`src/rtl/split_1_gen_if.sv`:
```
// Handshake and data bundle between the split_1_gen constraint generator and its consumer.
// master drives requests and out_ready; slave (the generator) drives the tuple and status.
interface split_1_gen_if;
    logic [31:0] seed;
    logic        seed_load;
    logic        start;
    logic [7:0]  count;
    logic        abort;
    logic        out_ready;
    logic        out_valid;
    logic [15:0] var_0;
    logic [21:0] var_1;
    logic [3:0]  var_2;
    logic [27:0] var_3;
    logic [18:0] var_4;
    logic [17:0] var_5;
    logic [18:0] var_6;
    logic [13:0] var_7;
    logic [15:0] var_8;
    logic [28:0] var_9;
    logic        busy;
    logic        done;
    logic [15:0] reject_cnt;

    modport master (
        output seed, seed_load, start, count, abort, out_ready,
        input  out_valid, var_0, var_1, var_2, var_3, var_4, var_5, var_6, var_7,
               var_8, var_9, busy, done, reject_cnt
    );

    modport slave (
        input  seed, seed_load, start, count, abort, out_ready,
        output out_valid, var_0, var_1, var_2, var_3, var_4, var_5, var_6, var_7,
               var_8, var_9, busy, done, reject_cnt
    );
endinterface

```
`src/rtl/split_1_gen.sv`:
```
// LFSR-driven constrained tuple generator: fills a 192-bit pool, checks the constraints,
// and holds each accepted tuple on a valid/ready handshake until the requested count is delivered.
//
// state    | meaning
// ---------+-------------------------------------------------------------
// ST_IDLE  | waiting for start; seed_load accepted here only
// ST_GEN   | 6 cycles stepping the LFSR and shifting it into the pool
// ST_CHECK | evaluate constraints on the pool; accept or retry
// ST_HOLD  | out_valid high, tuple frozen until out_ready
// ST_DONE  | one-cycle done pulse, then back to idle
module split_1_gen (
    input logic          clk,
    input logic          rst_n,
    split_1_gen_if.slave bus
);
    typedef enum logic [2:0] {
        ST_IDLE,
        ST_GEN,
        ST_CHECK,
        ST_HOLD,
        ST_DONE
    } state_t;

    localparam logic [31:0] LFSR_TAPS   = 32'h8020_0003;
    localparam logic [13:0] VAR_7_CONST = 14'h37FD;
    localparam logic [2:0]  GEN_LAST    = 3'd5;

    state_t       state;
    logic [31:0]  lfsr;
    logic [31:0]  lfsr_next;
    logic [191:0] pool;
    logic [7:0]   remaining;
    logic [2:0]   gen_cnt;
    logic [15:0]  reject_cnt_q;
    logic         out_valid_q;
    logic         done_q;
    logic         var_7_zero;
    logic         c1_ok;
    logic         c2_ok;
    logic         c9_ok;
    logic         accept;
    logic         pool_unused;

    assign lfsr_next = {1'b0, lfsr[31:1]} ^ (lfsr[0] ? LFSR_TAPS : 32'h0);

    // Tuple fields are read straight from the pool; the pool only moves in ST_GEN,
    // so the tuple is inherently frozen while holding.
    assign bus.var_0 = pool[15:0];
    assign bus.var_1 = pool[37:16];
    assign bus.var_2 = pool[41:38];
    assign bus.var_3 = pool[69:42];
    assign bus.var_4 = pool[88:70];
    assign bus.var_5 = pool[106:89];
    assign bus.var_6 = pool[125:107];
    assign bus.var_7 = VAR_7_CONST;
    assign bus.var_8 = pool[141:126];
    assign bus.var_9 = pool[170:142];
    assign pool_unused = ^pool[191:171];

    assign var_7_zero = (bus.var_7 == 14'd0);
    assign c1_ok      = (bus.var_4 != 19'd0) && (bus.var_1 != 22'd0);
    assign c2_ok      = (bus.var_1 != {21'd0, var_7_zero});
    assign c9_ok      = (bus.var_7 == VAR_7_CONST);
    assign accept     = c1_ok && c2_ok && c9_ok;

    assign bus.out_valid  = out_valid_q;
    assign bus.done       = done_q;
    assign bus.reject_cnt = reject_cnt_q;
    assign bus.busy       = (state != ST_IDLE);

    always_ff @(posedge clk or negedge rst_n) begin
        if (!rst_n) begin
            state        <= ST_IDLE;
            lfsr         <= 32'h1;
            pool         <= '0;
            remaining    <= '0;
            gen_cnt      <= '0;
            reject_cnt_q <= '0;
            out_valid_q  <= 1'b0;
            done_q       <= 1'b0;
        end else if (state != ST_IDLE && bus.abort) begin
            // abort wins over a same-cycle handshake; lfsr and reject_cnt are kept
            state       <= ST_IDLE;
            out_valid_q <= 1'b0;
            done_q      <= 1'b0;
        end else begin
            case (state)
                ST_IDLE: begin
                    if (bus.seed_load) begin
                        lfsr <= (bus.seed == 32'd0) ? 32'h1 : bus.seed;
                    end
                    if (bus.start) begin
                        if (bus.count != 8'd0) begin
                            state        <= ST_GEN;
                            remaining    <= bus.count;
                            reject_cnt_q <= '0;
                            gen_cnt      <= GEN_LAST;
                        end else begin
                            state  <= ST_DONE;
                            done_q <= 1'b1;
                        end
                    end
                end
                ST_GEN: begin
                    lfsr <= lfsr_next;
                    pool <= {pool[159:0], lfsr_next};
                    if (gen_cnt == 3'd0) begin
                        state <= ST_CHECK;
                    end else begin
                        gen_cnt <= gen_cnt - 3'd1;
                    end
                end
                ST_CHECK: begin
                    if (accept) begin
                        state       <= ST_HOLD;
                        out_valid_q <= 1'b1;
                    end else begin
                        state   <= ST_GEN;
                        gen_cnt <= GEN_LAST;
                        if (reject_cnt_q != 16'hFFFF) begin
                            reject_cnt_q <= reject_cnt_q + 16'd1;
                        end
                    end
                end
                ST_HOLD: begin
                    if (bus.out_ready) begin
                        out_valid_q <= 1'b0;
                        remaining   <= remaining - 8'd1;
                        if (remaining != 8'd1) begin
                            state   <= ST_GEN;
                            gen_cnt <= GEN_LAST;
                        end else begin
                            state  <= ST_DONE;
                            done_q <= 1'b1;
                        end
                    end
                end
                ST_DONE: begin
                    state  <= ST_IDLE;
                    done_q <= 1'b0;
                end
                default: begin
                    state       <= ST_IDLE;
                    out_valid_q <= 1'b0;
                    done_q      <= 1'b0;
                end
            endcase
        end
    end
endmodule

```
`src/flat_wrapper.sv`:
```
// flat-port wrapper written by rule: the top's interface ports become plain ports
module split_1_gen_flat 
  (clk, rst_n, bus_seed, bus_seed_load, bus_start, bus_count, bus_abort, bus_out_ready, bus_out_valid, bus_var_0, bus_var_1, bus_var_2, bus_var_3, bus_var_4, bus_var_5, bus_var_6, bus_var_7, bus_var_8, bus_var_9, bus_busy, bus_done, bus_reject_cnt);
  split_1_gen_if bus_i ();
  input logic clk;
  input logic rst_n;
  input wire logic [$bits(bus_i.seed)-1:0] bus_seed;
  input wire logic [$bits(bus_i.seed_load)-1:0] bus_seed_load;
  input wire logic [$bits(bus_i.start)-1:0] bus_start;
  input wire logic [$bits(bus_i.count)-1:0] bus_count;
  input wire logic [$bits(bus_i.abort)-1:0] bus_abort;
  input wire logic [$bits(bus_i.out_ready)-1:0] bus_out_ready;
  output wire logic [$bits(bus_i.out_valid)-1:0] bus_out_valid;
  output wire logic [$bits(bus_i.var_0)-1:0] bus_var_0;
  output wire logic [$bits(bus_i.var_1)-1:0] bus_var_1;
  output wire logic [$bits(bus_i.var_2)-1:0] bus_var_2;
  output wire logic [$bits(bus_i.var_3)-1:0] bus_var_3;
  output wire logic [$bits(bus_i.var_4)-1:0] bus_var_4;
  output wire logic [$bits(bus_i.var_5)-1:0] bus_var_5;
  output wire logic [$bits(bus_i.var_6)-1:0] bus_var_6;
  output wire logic [$bits(bus_i.var_7)-1:0] bus_var_7;
  output wire logic [$bits(bus_i.var_8)-1:0] bus_var_8;
  output wire logic [$bits(bus_i.var_9)-1:0] bus_var_9;
  output wire logic [$bits(bus_i.busy)-1:0] bus_busy;
  output wire logic [$bits(bus_i.done)-1:0] bus_done;
  output wire logic [$bits(bus_i.reject_cnt)-1:0] bus_reject_cnt;
  assign bus_i.seed = bus_seed;
  assign bus_i.seed_load = bus_seed_load;
  assign bus_i.start = bus_start;
  assign bus_i.count = bus_count;
  assign bus_i.abort = bus_abort;
  assign bus_i.out_ready = bus_out_ready;
  assign bus_out_valid = bus_i.out_valid;
  assign bus_var_0 = bus_i.var_0;
  assign bus_var_1 = bus_i.var_1;
  assign bus_var_2 = bus_i.var_2;
  assign bus_var_3 = bus_i.var_3;
  assign bus_var_4 = bus_i.var_4;
  assign bus_var_5 = bus_i.var_5;
  assign bus_var_6 = bus_i.var_6;
  assign bus_var_7 = bus_i.var_7;
  assign bus_var_8 = bus_i.var_8;
  assign bus_var_9 = bus_i.var_9;
  assign bus_busy = bus_i.busy;
  assign bus_done = bus_i.done;
  assign bus_reject_cnt = bus_i.reject_cnt;
  split_1_gen u_core (.clk(clk), .rst_n(rst_n), .bus(bus_i));
endmodule
```
`config.mk`:
```
export PLATFORM = sky130hd
export DESIGN_NAME = split_1_gen_flat
export DESIGN_NICKNAME = d
export VERILOG_FILES = /design/src/rtl/split_1_gen_if.sv /design/src/rtl/split_1_gen.sv /design/src/flat_wrapper.sv
export SDC_FILE = /design/constraint.sdc
export NUM_CORES = 1
export LEC_CHECK = 0
export BUFFER_PORTS_ARGS = -buffer_cell sky130_fd_sc_hd__buf_2
export CAP_MARGIN = 30
export CELL_PAD_IN_SITES_DETAIL_PLACEMENT = 1
export CELL_PAD_IN_SITES_GLOBAL_PLACEMENT = 1
export CORE_MARGIN = 2
export CORE_UTILIZATION = 30
export CTS_BUF_LIST = sky130_fd_sc_hd__clkbuf_4
export DETAILED_ROUTE_END_ITERATION = 8
export PLACE_DENSITY_LB_ADDON = 0.1
export REMOVE_ABC_BUFFERS = 1
export SETUP_SLACK_MARGIN = 0.2
export SLEW_MARGIN = 25
export SYNTH_ARGS = -nofsm -noshare
export SYNTH_HDL_FRONTEND = slang
export SYNTH_SLANG_ARGS = --single-unit
```
`constraint.sdc`:
```
create_clock -name clk -period 4.2 [get_ports clk]
set_clock_uncertainty 0.15 [all_clocks]
set_input_delay 0.21 -clock clk [delete_from_list [all_inputs] [get_ports clk]]
set_output_delay 0.21 -clock clk [all_outputs]
set_load 0.05 [all_outputs]
```
==> metrics <==
H-tree Lvls 3; maximum clock frequency about 340 MHz; Finished Cell Area 13070 um2; clk buf depth 3; status complete, no violations; core area between 30000 and 40000 um2; internal power about 6.2 mW; worst IR drop on VDD 0.4756 mV; Num Clock Sinks between 200 and 250; initial antenna violation count 2; Startpoint Class flop; post-CTS setup buffer count 0; num rows 67; final WL 29110 um; clock-pin slew on the worst setup and hold paths around 0.07 ns; WP data required roughly 4.6 ns; relative slew slack 0.4698; synth-to-layout area growth 28.52%; routability cong. 0.7364; via count around 7500; DP HPWL just under 20000 um; static leakage between 6 and 7 nW; clk_lat worst skew about 0.7 ns; Worst-Margin Slew slightly below 0.8 ns; first-pass GRT wire length around 46000 um; Clk pwr share 0.182; RSZ-0062 raised after global routing false; Starting Density 0.3040; first-pass iteration count of the detailed router 4; number of flops mapped to enable cells by yosys 0; syn avg cell area roughly 13 um2; layout cells sized above 1 0.4629; Syn Std Cell Area about 10000 um2; Arr. time, crit path approximately 3.3 ns; total track usage 0.1655; Yosys cell types 57; Setup-failing EPs final 0; Final Hold Viols 0; fin. max-slew vios 0; area leader, netlist dfrtp_1; sequential share of power 0.332; root buf cell clkbuf_4; post-route ant nets 0; Sw Share 0.4905; max-cap viol count 0; top post-synthesis cells by area dfrtp_1 (58%), mux2_2 (17%), mux2i_1 (2.9%); CTS tree built; Reg2Reg Depth 6; Hold Path Class input port to flop; hold_ws ~0.070 ns; ys flop type dfrtp_1; Die Width around 190 um; Gate Count Post-Synth a little under 800; post-route clock period utilization 0.6913; Yosys Warn Count 0; Yosys top cell area share 0.5759; fin crit period 2.904 ns; drc violations 0; Max Fanout on Critical Path 17; Comb power frac 0.486; CTS buffer count 70; count of input and output buffers 235; vias in the first global route slightly above 8000; die height 188.1 um; WS Path Type flop to flop; total power between 10 and 15 mW; final core area utilization 0.3907; PwrDens a little over 900 nW/um2; Layout Cells excl Fill between 1500 and 2000; Area after DPL 11700 um2; die area between 30000 and 40000 um2; largest net degree at the start of global routing between 100 and 150; Hold Path Stages 5; nets 1157; Boundary Pins 250; flops & latches, synth 235; Seq/Total Area, Yosys 0.5784; drt via density approximately 4.7; most frequent cells in the layout buf_2 (234), dfrtp_1 (234), mux2_2 (156); net switching power figure roughly 6.0 mW; Worst setup EP type flop; drt wl/cell approximately 18 um; initial drt markers 202; Async SR Flop Fraction 1.000; grt ovf 0; Placed Instances between 1000 and 1500
[worst paths after layout]
kind | from | end | slack (ns)
min reg2reg | u_core.pool[99] | u_core.pool[131] | 0.34
max in group asynchronous | rst_n | u_core.pool[27] | 2.33
max reg2reg | u_core.pool[80] | u_core.bus.reject_cnt[5] | 1.30
min | bus_seed_load | u_core.lfsr[5] | 0.07
max | u_core.pool[80] | u_core.bus.reject_cnt[5] | 1.30
min in group asynchronous | rst_n | u_core.remaining[5] | 0.40
[critical path, cell delays in order, from the launching register on]
cell and delay (ns):
dfrtp_1 0.41, nor4_1 0.67, nand4_1 0.30, o22ai_4 0.32, o2111ai_2 0.43, o21ai_0 0.33
o21ai_0 0.11
[repair_timing]
| action | CTS | global route |
|---|---|---|
| resized for setup | 0 | 0 |
| hold buffers | 45 | 1 |
| endpoints found under the hold margin | 160 | 28 |
[flip-flops by register name, indices dropped and copies added (netlist names)]
register	flops
u_core.bus.done	1
u_core.bus.out_valid	1
u_core.bus.reject_cnt	16
u_core.gen_cnt	3
u_core.lfsr	32
u_core.pool	171
u_core.remaining	8
u_core.state	3
[area by class of cell]
class,count,area (um2)
Clock inverter,12,116.4
Antenna cell,2,5.005
Timing Repair Buffer,290,1772
Tap cell,448,560.5
Fill cell,3706,20380
Sequential cell,235,5882
Multi-Input combinational cell,501,3945
Clock buffer,101,758.2
Inverter,8,30.03
[cell usage after synthesis, types with 3 or more instances]
| cell type | instances |
|---|---|
| mux2i_1 | 29 |
| ha_1 | 5 |
| a21oi_1 | 23 |
| dfrtp_1 | 234 |
| a31oi_1 | 5 |
| inv_1 | 7 |
| mux2_2 | 156 |
| buf_4 | 19 |
| mux2_1 | 12 |
| nor2_1 | 36 |
| nor3_1 | 7 |
| nand2_1 | 51 |
| o22a_1 | 8 |
| clkbuf_1 | 11 |
| buf_6 | 10 |
| xnor2_1 | 3 |
| buf_2 | 16 |
| o31ai_1 | 5 |
| nand4_1 | 11 |
| o21ai_1 | 12 |
| nand2b_1 | 3 |
| nor4_1 | 22 |
| o21ai_0 | 50 |
| and2_1 | 3 |
| nand3_1 | 7 |
| or3_1 | 3 |
[power groups by stage]
stage / logic, mW / clock network (mW) / registers [mW]
floorplan: 1.99 / 0 / 6.43
global placement: 5.91 / 0 / 4.09
detailed placement: 5.97 / 0 / 4.11
CTS: 6.03 / 2.35 / 4.08
global route: 6.31 / 2.45 / 4.24
finish: 5.94 / 2.23 / 4.05
[routing by layer]
metal | wire length [um] | up-vias | global-route usage
met4 | 625 | 0 | 0.05421
met3 | 1765 | 56 | 0.04679
met1 | 13040 | 3783 | 0.2157
met2 | 13680 | 215 | 0.2651
li1 | - | 3479 | -
met5 | 0 | - | 0
[per-stage QoR]
step | TNS [ns] | setup WS (ns)
final | 0 | 1.296
after global routing | 0 | 0.9716
after CTS | 0 | 1.173
after detailed placement | 0 | 1.241
after global placement | 0 | 1.345
after floorplan | -25.42 | -0.8088
[cell families after synthesis]
logic type               after synthesis  synth area share
adder cells (fa/ha/maj)                6          0.007137
flip-flops                           235            0.5784
other                                  2         0.0007386
XOR/XNOR                               3          0.002584
buffers and inverters                 64           0.03999
multiplexers                         197            0.2146
AND/OR/NAND/NOR                      159           0.08023
AO/OA/AOI/OAI                        122           0.07629
No activity file was read; power rests on OpenSTA's default activity.
